==> src/rtl/mem_bist_master.sv <==
// mem_bist_master: writes a seed-derived pattern to every word, reads it back and counts mismatches.
// Latency: 3*DEPTH cycles from the accepted start edge to the done pulse when ready is held high.
// Backpressure: request outputs hold steady while ready is low; each read waits one cycle for rdata.
module mem_bist_master #(
  parameter int WIDTH      = 16,
  parameter int DEPTH      = 64,
  parameter int ADDR_WIDTH = $clog2(DEPTH)
) (
  input  logic                  clk,
  input  logic                  rst,
  input  logic                  start,
  input  logic [WIDTH-1:0]      seed,
  input  logic                  invert,
  output logic                  valid,
  output logic                  wr_rd,
  output logic [ADDR_WIDTH-1:0] addr,
  output logic [WIDTH-1:0]      wdata,
  input  logic [WIDTH-1:0]      rdata,
  input  logic                  ready,
  output logic                  busy,
  output logic                  done,
  output logic                  pass,
  output logic [ADDR_WIDTH:0]   err_count,
  output logic [ADDR_WIDTH-1:0] first_err_addr
);

  typedef enum logic [2:0] {
    S_IDLE = 3'd0,
    S_WR   = 3'd1,
    S_RD   = 3'd2,
    S_CMP  = 3'd3,
    S_DONE = 3'd4
  } state_t;

  localparam logic [ADDR_WIDTH-1:0] L_LAST    = ADDR_WIDTH'(DEPTH - 1);
  localparam logic [ADDR_WIDTH:0]   L_ERR_MAX = (ADDR_WIDTH+1)'(DEPTH);
  localparam logic [ADDR_WIDTH:0]   L_ERR_ONE = (ADDR_WIDTH+1)'(1);
  localparam logic [ADDR_WIDTH-1:0] L_IDX_ONE = ADDR_WIDTH'(1);

  state_t                r_state;
  state_t                w_state_next;
  logic [ADDR_WIDTH-1:0] r_idx;
  logic [WIDTH-1:0]      r_seed;
  logic                  r_invert;
  logic [ADDR_WIDTH:0]   r_err_count;
  logic [ADDR_WIDTH-1:0] r_first_err_addr;
  logic                  r_pass;

  logic [WIDTH-1:0]      w_pattern;
  logic                  w_last;
  logic                  w_mismatch;
  logic [ADDR_WIDTH:0]   w_err_count_next;

  // Expected word for the current index; the same value is written and later compared.
  assign w_pattern  = (r_seed + WIDTH'(r_idx)) ^ {WIDTH{r_invert}};
  assign w_last     = (r_idx == L_LAST);
  assign w_mismatch = (r_state == S_CMP) && (rdata != w_pattern);
  // Saturate so the count can never wrap past DEPTH.
  assign w_err_count_next = (w_mismatch && (r_err_count != L_ERR_MAX)) ?
                            (r_err_count + L_ERR_ONE) : r_err_count;

  assign pass           = r_pass;
  assign err_count      = r_err_count;
  assign first_err_addr = r_first_err_addr;

  // Next-state decode and memory request outputs; requests are pure state decode so they stay stable while ready is low.
  always_comb begin
    w_state_next = r_state;
    valid        = 1'b0;
    wr_rd        = 1'b0;
    addr         = '0;
    wdata        = '0;
    busy         = 1'b1;
    done         = 1'b0;
    case (r_state)
      S_IDLE: begin
        busy = 1'b0;
        if (start) w_state_next = S_WR;
      end
      S_WR: begin
        valid = 1'b1;
        wr_rd = 1'b1;
        addr  = r_idx;
        wdata = w_pattern;
        if (ready && w_last) w_state_next = S_RD;
      end
      S_RD: begin
        valid = 1'b1;
        addr  = r_idx;
        if (ready) w_state_next = S_CMP;
      end
      S_CMP: begin
        w_state_next = w_last ? S_DONE : S_RD;
      end
      S_DONE: begin
        done         = 1'b1;
        w_state_next = S_IDLE;
      end
      default: begin
        w_state_next = S_IDLE;
      end
    endcase
  end

  // State register plus index, captured test settings and result registers.
  always_ff @(posedge clk) begin
    if (rst) begin
      r_state          <= S_IDLE;
      r_idx            <= '0;
      r_seed           <= '0;
      r_invert         <= 1'b0;
      r_err_count      <= '0;
      r_first_err_addr <= '0;
      r_pass           <= 1'b0;
    end else begin
      r_state <= w_state_next;
      case (r_state)
        S_IDLE: begin
          if (start) begin
            r_seed           <= seed;
            r_invert         <= invert;
            r_err_count      <= '0;
            r_first_err_addr <= '0;
            r_pass           <= 1'b0;
            r_idx            <= '0;
          end
        end
        S_WR: begin
          if (ready) r_idx <= w_last ? '0 : (r_idx + L_IDX_ONE);
        end
        S_CMP: begin
          r_err_count <= w_err_count_next;
          if (w_mismatch && (r_err_count == '0)) r_first_err_addr <= r_idx;
          r_idx <= w_last ? '0 : (r_idx + L_IDX_ONE);
          // Result is ready together with the done pulse, including this final compare.
          if (w_last) r_pass <= (w_err_count_next == '0);
        end
        default: begin
        end
      endcase
    end
  end

endmodule

==> config.mk <==
export PLATFORM = sky130hd
export DESIGN_NAME = mem_bist_master
export DESIGN_NICKNAME = d
export VERILOG_FILES = /design/src/rtl/mem_bist_master.sv
export SDC_FILE = /design/constraint.sdc
export NUM_CORES = 1
export LEC_CHECK = 0
export BUFFER_PORTS_ARGS = -buffer_cell sky130_fd_sc_hd__buf_4
export CORE_ASPECT_RATIO = 2
export CORE_MARGIN = 2
export CORE_UTILIZATION = 38
export CTS_BUF_LIST = sky130_fd_sc_hd__clkbuf_4 sky130_fd_sc_hd__clkbuf_8
export DETAILED_ROUTE_END_ITERATION = 8
export SYNTH_ARGS = -nofsm -noshare
export SYNTH_HDL_FRONTEND = slang
export SYNTH_SLANG_ARGS = --single-unit
==> constraint.sdc <==
create_clock -name clk -period 5.1 [get_ports clk]
set_clock_uncertainty 0.05 [all_clocks]
set_input_delay 0.51 -clock clk [delete_from_list [all_inputs] [get_ports clk]]
set_output_delay 0.51 -clock clk [all_outputs]
set_load 0.005 [all_outputs]
**Yosys cells after proc, flatten, opt, wreduce, memory -nomap -nowiden**

Cells that the tools add are included.

- Add/subtract/negate cells: 3
- Eq/ne operators: 13
- Multiplexer cells: 23
- Bitwise operators: 1
- Reduce and logical (&&, ||, !) cells: 16

Operator list:

| cell | count |
|---|---|
| 2-to-1 mux 6 bit | 5 |
| one-hot mux 6 bit (3 select lines) | 1 |
| adder 16 x 6 -> 16 bit | 1 |
| 2-to-1 mux 16 bit | 1 |
| inequality test 16 bit | 1 |
| bitwise XOR 16 bit | 1 |
| zero test 7 bit | 2 |
| 2-to-1 mux 7 bit | 2 |
| one-hot mux 7 bit (2 select lines) | 1 |
| 2-to-1 mux 3 bit | 4 |
| one-hot mux 3 bit (4 select lines) | 1 |
| one-hot mux 6 bit (2 select lines) | 1 |
| AND reduction 3 bit | 4 |
| inequality test 2 bit (second input constant) | 5 |
| adder 7 x 1 -> 7 bit (second input constant) | 1 |
| inequality test 7 bit (second input constant) | 1 |
| adder 6 x 1 -> 6 bit (second input constant) | 1 |
| == test 3 x 2 -> 1 bit (second input constant) | 2 |
| == test 6 bit (second input constant) | 1 |
| 2-to-1 mux 1 bit | 6 |
| logical AND 1 bit | 4 |
| AND reduction 2 bit | 2 |
| == test 3 x 1 -> 1 bit (second input constant) | 1 |
| == test 3 bit (second input constant) | 1 |
| other kinds (6) | 6 |

- Register bits: 40
- Input bits: 37
- Output and inout port bits: 40
- Logic and storage cells: 63

**Depth between registers and ports, before layout**

Gate-level depths: netlist of run 1.

- Depth in word-level cells: 9
- Gate-level depth with buffers: 13
- Gate-level depth less buffers: 12

**Worst setup path after synthesis of run 1**

No wires, ideal clock.

- Kind: flip-flop to flip-flop
- From: register r_idx[0]
- To: register r_pass (netlist: pass)
- Setup time: 0.134 ns
- Arrival time: 3.051 ns
- Data required time: 4.916 ns
- Slack: 1.865 ns
- Cell stages (with the launch flop): 14
- Path buffers: 1
- Period minus slack after synthesis: 3.235 ns
- Cell sequence: dfxtp_1 -> ha_1 -> inv_1 -> fa_1 -> and2b_1 -> o21ai_2 -> a211oi_1 -> xnor3_1 -> nor4_4 -> nand4_2 -> and4_4 -> buf_6 -> a2111oi_1 -> a211oi_1

- Longest elaborated chain between the ends: 9
- Elaborated cells between the ends (all ways): 12
- Those cells by class: add/sub (1); eq/ne (3); mux (3); bitwise (1); reduce/logical (4)

RTL lines:

| what | RTL line | text |
|---|---|---|
| start: declaration | 42 | `logic [ADDR_WIDTH-1:0] r_idx;` |
| start signal: assignment | 129 | `if (ready) r_idx <= w_last ? '0 : (r_idx + L_IDX_ONE);` |
| start signal: assignment | 134 | `r_idx <= w_last ? '0 : (r_idx + L_IDX_ONE);` |
| adder 16 x 6 -> 16 bit | 55 | `assign w_pattern = (r_seed + WIDTH'(r_idx)) ^ {WIDTH{r_invert}};` |
| bitwise XOR 16 bit | 55 |  |
| inequality test 16 bit | 57 | `assign w_mismatch = (r_state == S_CMP) && (rdata != w_pattern);` |
| logical AND 1 bit | 57 |  |
| logical AND 1 bit | 59 | `assign w_err_count_next = (w_mismatch && (r_err_count != L_ERR_MAX)) ?` |
| 2-to-1 mux 7 bit | 59 |  |
| zero test 7 bit | 136 | `if (w_last) r_pass <= (w_err_count_next == '0);` |
| 2-to-1 mux 1 bit | 136 |  |
| one-hot mux 1 bit (2 select lines) | 117 | `case (r_state)` |
| end signal: assignment | 136 |  |
| end: declaration | 47 | `logic r_pass;` |

Parallel ways exist; a longest one is shown, timed or not. The select of a mux whose other input is x is not followed.
A chain may end at the register's enable or synchronous reset.

**Final worst setup path of run 1**

- From: register r_idx[0]
- To: register r_first_err_addr[2] (netlist: first_err_addr[2])

- Longest elaborated chain between the ends: 7

RTL lines:

| what | RTL line | text |
|---|---|---|
| adder 16 x 6 -> 16 bit | 55 |  |
| bitwise XOR 16 bit | 55 |  |
| inequality test 16 bit | 57 |  |
| logical AND 1 bit | 57 |  |
| logical AND 1 bit | 133 | `if (w_mismatch && (r_err_count == '0)) r_first_err_addr <= r_idx;` |
| inequality test 2 x 1 -> 1 bit (no line) | - |  |
| AND reduction 3 bit (no line) | - |  |
| end signal: assignment | 133 |  |
| end: declaration | 46 | `logic [ADDR_WIDTH-1:0] r_first_err_addr;` |

Every way passes these cells.

==> Implementation_results.wiki, run 1 <==
{| class="wikitable"
! Metric !! Value
|-
| Required time reported for the critical path endpoint || about 5.2 ns
|-
| Register area share after synthesis || 0.265
|-
| Fill cell total of the finished layout || 850
|-
| Ys async rst share || 0
|-
| Hold path endpoint || r_seed[6]$_SDFFE_PP0P_
|-
| Hold Path Origin || seed[6]
|-
| Worst R2R Start || r_idx[0]$_SDFFE_PP0P_
|-
| Endpoint of the worst register-to-register path || first_err_addr[2]$_SDFFE_PP0P_
|-
| Type of the most critical hold path || input port to flop
|-
| Starting density of the core || 0.386
|-
| Top cells by area, synth || dfxtp_1 27%, xnor2_1 8.4%, nand2_1 7.2%, a21oi_1 6.5%, xor2_1 4.1%
|-
| Ratio of cells with drive above 1 in the final layout || 0.221
|-
| Final global-route overflow total || 0
|-
| Max-slew violation total from the final report || 0
|-
| Leading cell types by count after synthesis || 58 x nand2_1, 40 x dfxtp_1, 39 x a21oi_1
|-
| Number of gates resized after cts || 0
|-
| Total power per unit cell area || 206 mW/mm2
|-
| Sort of element at the end of the critical path || flop
|-
| Shortest clock period the worst path allows after layout || around 3.7 ns
|-
| Antenna violations before repair || 0
|-
| Worst setup path start || r_idx[0]$_SDFFE_PP0P_
|-
| Count of endpoints failing hold in the final timing report || 0
|-
| Highest signal layer in the routed design || met4
|-
| Synthesized flop and latch total || 40
|-
| Top achievable clock speed || 271 MHz
|-
| Average routed wire per standard cell || about 14 um
|-
| Drt first pass iters || 4
|-
| Drc violations || 0
|-
| Number of buffers created by CTS || 5
|-
| Fraction of synthesized cell area taken by the top area cell type || 0.265
|-
| Status || finished clean
|-
| Setup violation total in the final timing report || 0
|-
| Diode count || 0
|-
| Data arrival time at the worst-slack endpoint || 3.81 ns
|-
| Detailed-placement wirelength estimate || between 5000 and 6000 um
|-
| Global placer's final weighted congestion || between 0.8 and 0.9
|-
| Setup slack, reg-to-reg || between 1 and 1.5 ns
|-
| Std-Cell Rows || 46
|-
| Count of clock tree sinks || 40
|-
| CTS root buffer || clkbuf_8
|-
| Maximum number of pins on one net before global-route repair || 38
|-
| Clock-pin slew on the worst setup and hold paths || roughly 0.090 ns
|-
| Wire length of the first global-routing pass || approximately 12000 um
|-
| Violation count after the first detailed-route iteration || 127
|-
| Setup Crit Path Kind || flop to flop
|-
| Layout net count || 481
|-
| Most used flip-flop cell after synthesis || dfxtp_1
|-
| Detailed route wirelength on metal3 || 356 um
|-
| Post-route clock period utilization || 0.724
|-
| CTS tree || done
|-
| Count of buffers inserted at the top-level ports || 76
|-
| Area of combinational cells with multiple inputs || about 0.0021 mm2
|-
| Hold_buf cts || 0
|-
| Critical path startpoint category || flop
|-
| Leak pwr || between 1.5 and 2 nW
|-
| Vert. Die Dim || around 130 um
|-
| Register area || 801 um2
|-
| Number of buffers added for setup after CTS || 0
|-
| Total number of yosys warnings || 0
|-
| Routed wl met2 || 3350 um
|-
| Synthesized area per cell || ~8.1 um2
|-
| Worst-Margin Slew || 1.12 ns
|-
| Slew margin rel. || 0.254
|-
| Most area-hungry cell type in the Yosys netlist || dfxtp_1
|-
| Die Footprint || about 0.0087 mm2
|-
| Routed wire length || roughly 7400 um
|-
| CTS max path bufs || 2
|-
| TNS Setup || 0 ns
|-
| Number of ports placed on the die boundary || 77
|-
| Max rail drop VDD || between 0.15 and 0.2 mV
|-
| Worst reg-to-reg path cell count || 12
|-
| Count of flip-flops with a built-in enable after synthesis || 0
|-
| Final total power || 763 uW
|-
| Number of global-route vias before repair || 2444
|-
| Setup repair after global routing missed its margin || false
|-
| Die width || about 67 um
|-
| Metal1 wirelength || ~3600 um
|-
| Later-pin clock latency in the skew report || roughly 0.30 ns
|-
| ANT nets after route || 0
|-
| Max-cap violation count || 0
|-
| Most common cell in the netlist || nand2_1
|-
| Area of the mapped netlist || about 0.0030 mm2
|-
| H-Tree Level Count || 2
|-
| Net count of the mapped netlist || 420
|-
| Via density || 5.19
|-
| Post-synth cell types || 63
|-
| Total global routing track utilization || 0.173
|-
| Area added between synthesis and finish || 22.9%
|-
| Worst hold path depth || 3
|-
| Critical Path Fanout Max || 12
|-
| Area of the core || about 0.0078 mm2
|-
| Number of vias after detailed routing || ~2800
|-
| Synthesized instance count || between 300 and 400
|}
## flip-flops by register name, indices dropped and copies added (netlist names)
name            cells
err_count           7
first_err_addr      6
pass                1
r_idx               6
r_invert            1
r_seed             16
r_state             3
## stage by stage
stage / instance area (um2) / utilization / setup WS [ns] / cells / hold slack (ns)
CTS: 3710 / 0.474 / 1.42 / 531 / 0.393
detailed placement: 3600 / 0.460 / 1.44 / 523 / 0.397
global placement: 3600 / 0.460 / 1.54 / 523 / 0.397
floorplan: 3020 / - / 1.86 / 373 / 0.390
finish: 3710 / 0.474 / 1.41 / 531 / 0.411
global route: 3710 / 0.474 / 1.04 / 531 / 0.400
## layer usage
metal  track usage  vias up
met5             0        -
met4        0.0564        0
met3        0.0250       12
met2         0.265       83
met1         0.247     1238
li1              -     1421
## critical path: stages (launching register included)
cell,delay (ns)
dfxtp_1,0.46
ha_1,0.22
inv_1,0.06
fa_1,0.39
and2b_1,0.24
o21ai_2,0.10
a211oi_1,0.37
xnor3_1,0.31
nor4_4,0.17
nand4_2,0.22
a31oi_1,0.68
nand3b_1,0.20
a21oi_1,0.07
## worst max path at each step
stage	depth (start not counted)	slack, ns	to
CTS	12	1.42	first_err_addr[5]$_SDFFE_PP0P_
global route	12	1.04	first_err_addr[2]$_SDFFE_PP0P_
global placement	12	1.54	first_err_addr[0]$_SDFFE_PP0P_
floorplan	13	1.86	pass$_SDFFE_PP0P_
detailed placement	12	1.44	first_err_addr[5]$_SDFFE_PP0P_
finish	12	1.41	first_err_addr[2]$_SDFFE_PP0P_
## cell families (layout without fill, tap and decap cells)
logic type | after synthesis | after routing | share of synthesized area
and+or+nand+nor | 159 | 159 | 0.280
AOI/OAI and AO/OA | 76 | 76 | 0.156
xor gates and xnor gates | 52 | 52 | 0.195
DFF | 40 | 40 | 0.265
buffers and inverters | 33 | 95 | 0.0505
adders and majority gates | 10 | 10 | 0.0439
muxes | 3 | 3 | 0.00994
## power by group
part           total (mW)  internal [mW]  switching (mW)
Combinational       0.162         0.0870          0.0745
Clock               0.263          0.145           0.118
Sequential          0.338          0.322          0.0169
Total               0.763          0.553           0.209
## cell type report
cell class,instances,share of cell area
clock buffers,5,0.0185
repair buffers,76,0.154
clock inverters,3,0.0115
multi-input cells,300,0.557
well taps,96,0.0324
inverters,11,0.0111
flip-flops and latches,40,0.216
## cells in the final DEF, fill, tap and decap left out, types with 2 or more instances in the layout
master,synthesis,routed
xnor3_1,5,5
nand3b_1,5,5
nand4b_1,3,3
clkbuf_8,0,5
and4_4,2,2
ha_1,9,9
nand2b_1,3,3
buf_4,2,76
and3_1,4,4
a31oi_1,2,2
xnor2_1,29,29
a211oi_1,2,2
o211a_1,2,2
nand2_1,58,58
and2_1,12,12
a21oi_1,39,39
o21ai_0,11,11
nor3_1,8,8
mux2i_1,3,3
nand4_1,7,7
nand3_1,8,8
inv_1,11,11
xor3_1,3,3
nor2b_1,2,2
a311oi_1,4,4
or3_1,6,6
a21o_1,2,2
nor2_1,28,28
dfxtp_1,40,40
xor2_1,14,14
Power figures use the tool's default switching activity.
==> run 2: changes to the inputs <==
==> constraint.sdc (replaced) <==
create_clock -name clk -period 3.7 [get_ports clk]
set_clock_uncertainty 0.05 [all_clocks]
set_input_delay 0.37 -clock clk [delete_from_list [all_inputs] [get_ports clk]]
set_output_delay 0.37 -clock clk [all_outputs]
set_load 0.005 [all_outputs]
==> Implementation_results.wiki, run 2 (synthesized netlist as in run 1, its figures left out) <==
{| class="wikitable"
! Metric !! Value
|-
| CTS root buffer || clkbuf_8
|-
| TNS Setup || 0 ns
|-
| CTS tree || done
|-
| Vert. Die Dim || about 130 um
|-
| Max-cap violation count || 0
|-
| Category of cells accounting for the largest share of critical-path delay || compound AO/OA/AOI/OAI gates
|-
| Top achievable clock speed || ~290 MHz
|-
| ANT nets after route || 0
|-
| Critical path startpoint category || flop
|-
| Hold Path Origin || seed[7]
|-
| Count of endpoints failing hold in the final timing report || 0
|-
| Peak per-stage delay on the critical path || between 0.4 and 0.5 ns
|-
| H-Tree Level Count || 2
|-
| Ratio of cells with drive above 1 in the final layout || 0.231
|-
| Number of buffers added for setup after CTS || 0
|-
| Required time reported for the critical path endpoint || 3.83 ns
|-
| Standard cell with the maximum stage delay on the critical path || dfxtp_1
|-
| Drt first pass iters || 4
|-
| Final global-route overflow total || 0
|-
| Status || finished clean
|-
| Total global routing track utilization || 0.178
|-
| Routed wire length || between 7000 and 8000 um
|-
| Die width || between 60 and 70 um
|-
| Number of buffers created by CTS || 5
|-
| Layout net count || just under 500
|-
| Leak pwr || around 1.6 nW
|-
| Number of ports placed on the die boundary || 77
|-
| Diode count || 0
|-
| Maximum number of pins on one net before global-route repair || 38
|-
| Number of vias after detailed routing || about 2800
|-
| Worst reg-to-reg path cell count || 12
|-
| Wire length of the first global-routing pass || 12200 um
|-
| Hold path endpoint || r_seed[7]$_SDFFE_PP0P_
|-
| Antenna violations before repair || 0
|-
| Final core area utilization || 0.482
|-
| Worst hold path depth || 3
|-
| Setup repair after global routing missed its margin || false
|-
| Buffers & Inverters on Critical Path || 1
|-
| Via density || 5.16
|-
| Starting density of the core || 0.386
|-
| Drc violations || 0
|-
| Endpoint of the worst register-to-register path || pass$_SDFFE_PP0P_
|-
| Worst-Margin Slew || ~0.87 ns
|-
| Max rail drop VDD || between 0.3 and 0.4 mV
|-
| Cell repeated most along the worst path || a211oi_1
|-
| Worst R2R Start || r_idx[0]$_SDFFE_PP0P_
|-
| Setup Crit Path Kind || flop to flop
|-
| Area of the core || approximately 0.008 mm2
|-
| Hold_buf cts || 0
|-
| Setup violation total in the final timing report || 0
|-
| Number of gates resized after cts || 0
|-
| Clock-pin slew on the worst setup and hold paths || roughly 0.090 ns
|-
| Sequence of cells on the critical path || ha_1 > inv_1 > fa_1 > and2b_1 > o21ai_2 > a211oi_1 > xnor3_1 > nor4_4 > nand4_2 > and4_4 > a2111oi_1 > a211oi_1
|-
| Slew margin rel. || 0.408
|-
| Detailed-placement wirelength estimate || 5820 um
|-
| CTS max path bufs || 2
|-
| Average routed wire per standard cell || roughly 14 um
|-
| Fill cell total of the finished layout || 840
|-
| Shortest clock period the worst path allows after layout || approximately 3.5 ns
|-
| Global placer's final weighted congestion || 0.846
|-
| Count of clock tree sinks || 40
|-
| Data arrival time at the worst-slack endpoint || around 3.6 ns
|-
| Std-Cell Rows || 46
|-
| Setup slack, reg-to-reg || 0.20 ns
|-
| Max-slew violation total from the final report || 0
|-
| Sort of element at the end of the critical path || flop
|-
| Count of buffers inserted at the top-level ports || between 70 and 80
|-
| Type of the most critical hold path || input port to flop
|-
| Post-route clock period utilization || 0.947
|-
| Area added between synthesis and finish || 24.9%
|-
| Later-pin clock latency in the skew report || ~0.30 ns
|-
| Violation count after the first detailed-route iteration || around 140
|-
| Total power per unit cell area || 288 mW/mm2
|-
| Most frequent standard cell in the layout excluding fill and tap cells || buf_4
|-
| Number of flip-flops in the largest register || 16
|-
| Number of global-route vias before repair || between 2000 and 3000
|-
| Critical Path Fanout Max || 6
|-
| Commonest cells after routing, fill and taps aside || 82 x buf_4, 58 x nand2_1, 40 x dfxtp_1
|-
| Die Footprint || around 0.0087 mm2
|-
| Register name with the most flops || r_seed
|}
-- run 2: layout make-up --
type / count / area, um2 / share of cell area
Timing Repair Buffer: 82 / 616 / 0.163
Sequential cell: 40 / 801 / 0.212
Clock buffer: 7 / 96.3 / 0.0255
Inverter: 11 / 41.3 / 0.0109
Tap cell: 96 / 120 / 0.0319
Multi-Input combinational cell: 300 / 2070 / 0.548
Clock inverter: 1 / 30.0 / 0.00796
-- run 2: worst reg2reg max path, stage by stage (launching register included) --
cell       delay, ns
dfxtp_1         0.46
ha_1            0.22
inv_1           0.06
fa_1            0.39
and2b_1         0.24
o21ai_2         0.10
a211oi_1        0.38
xnor3_1         0.31
nor4_4          0.18
nand4_2         0.22
and4_4          0.28
a2111oi_1       0.41
a211oi_1        0.08
-- run 2: power breakdown --
group | internal (mW) | leakage (nW) | switching [mW]
Clock | 0.238 | 0.0645 | 0.153
Combinational | 0.123 | 1.21 | 0.106
Sequential | 0.443 | 0.325 | 0.0216
-- run 2: how the worst max path moves through the flow --
stage	start	end	slack, ns	cells past startpoint
6_report	r_idx[0]$_SDFFE_PP0P_	pass$_SDFFE_PP0P_	0.20	12
5_1_grt	r_idx[0]$_SDFFE_PP0P_	err_count[6]$_SDFFE_PP0P_	0.03	12
4_1_cts	r_idx[0]$_SDFFE_PP0P_	pass$_SDFFE_PP0P_	0.19	12
3_5_place_dp	r_idx[0]$_SDFFE_PP0P_	pass$_SDFFE_PP0P_	0.20	12
3_3_place_gp	r_idx[0]$_SDFFE_PP0P_	pass$_SDFFE_PP0P_	0.32	12
2_1_floorplan	r_idx[0]$_SDFFE_PP0P_	pass$_SDFFE_PP0P_	0.46	13
-- run 2: per-layer routing --
layer | wire [um] | share of wire | global-route usage
met2 | 3490 | 0.47 | 0.281
met1 | 3460 | 0.46 | 0.249
met5 | 0 | 0 | 0
met3 | 390 | 0.052 | 0.0267
met4 | 120 | 0.016 | 0.0564
-- run 2: metrics by stage --
step | setup WS (ns) | std cells | hold slack (ns) | power [mW] | cell area (um2)
5_1_grt | 0.0293 | 537 | 0.268 | 1.14 | 3770
3_5_place_dp | 0.196 | 529 | 0.397 | 0.705 | 3640
4_1_cts | 0.187 | 537 | 0.252 | 1.11 | 3770
3_3_place_gp | 0.321 | 529 | 0.398 | 0.705 | 3640
6_report | 0.196 | 537 | 0.271 | 1.08 | 3770
2_1_floorplan | 0.465 | 373 | 0.390 | 0.628 | 3020
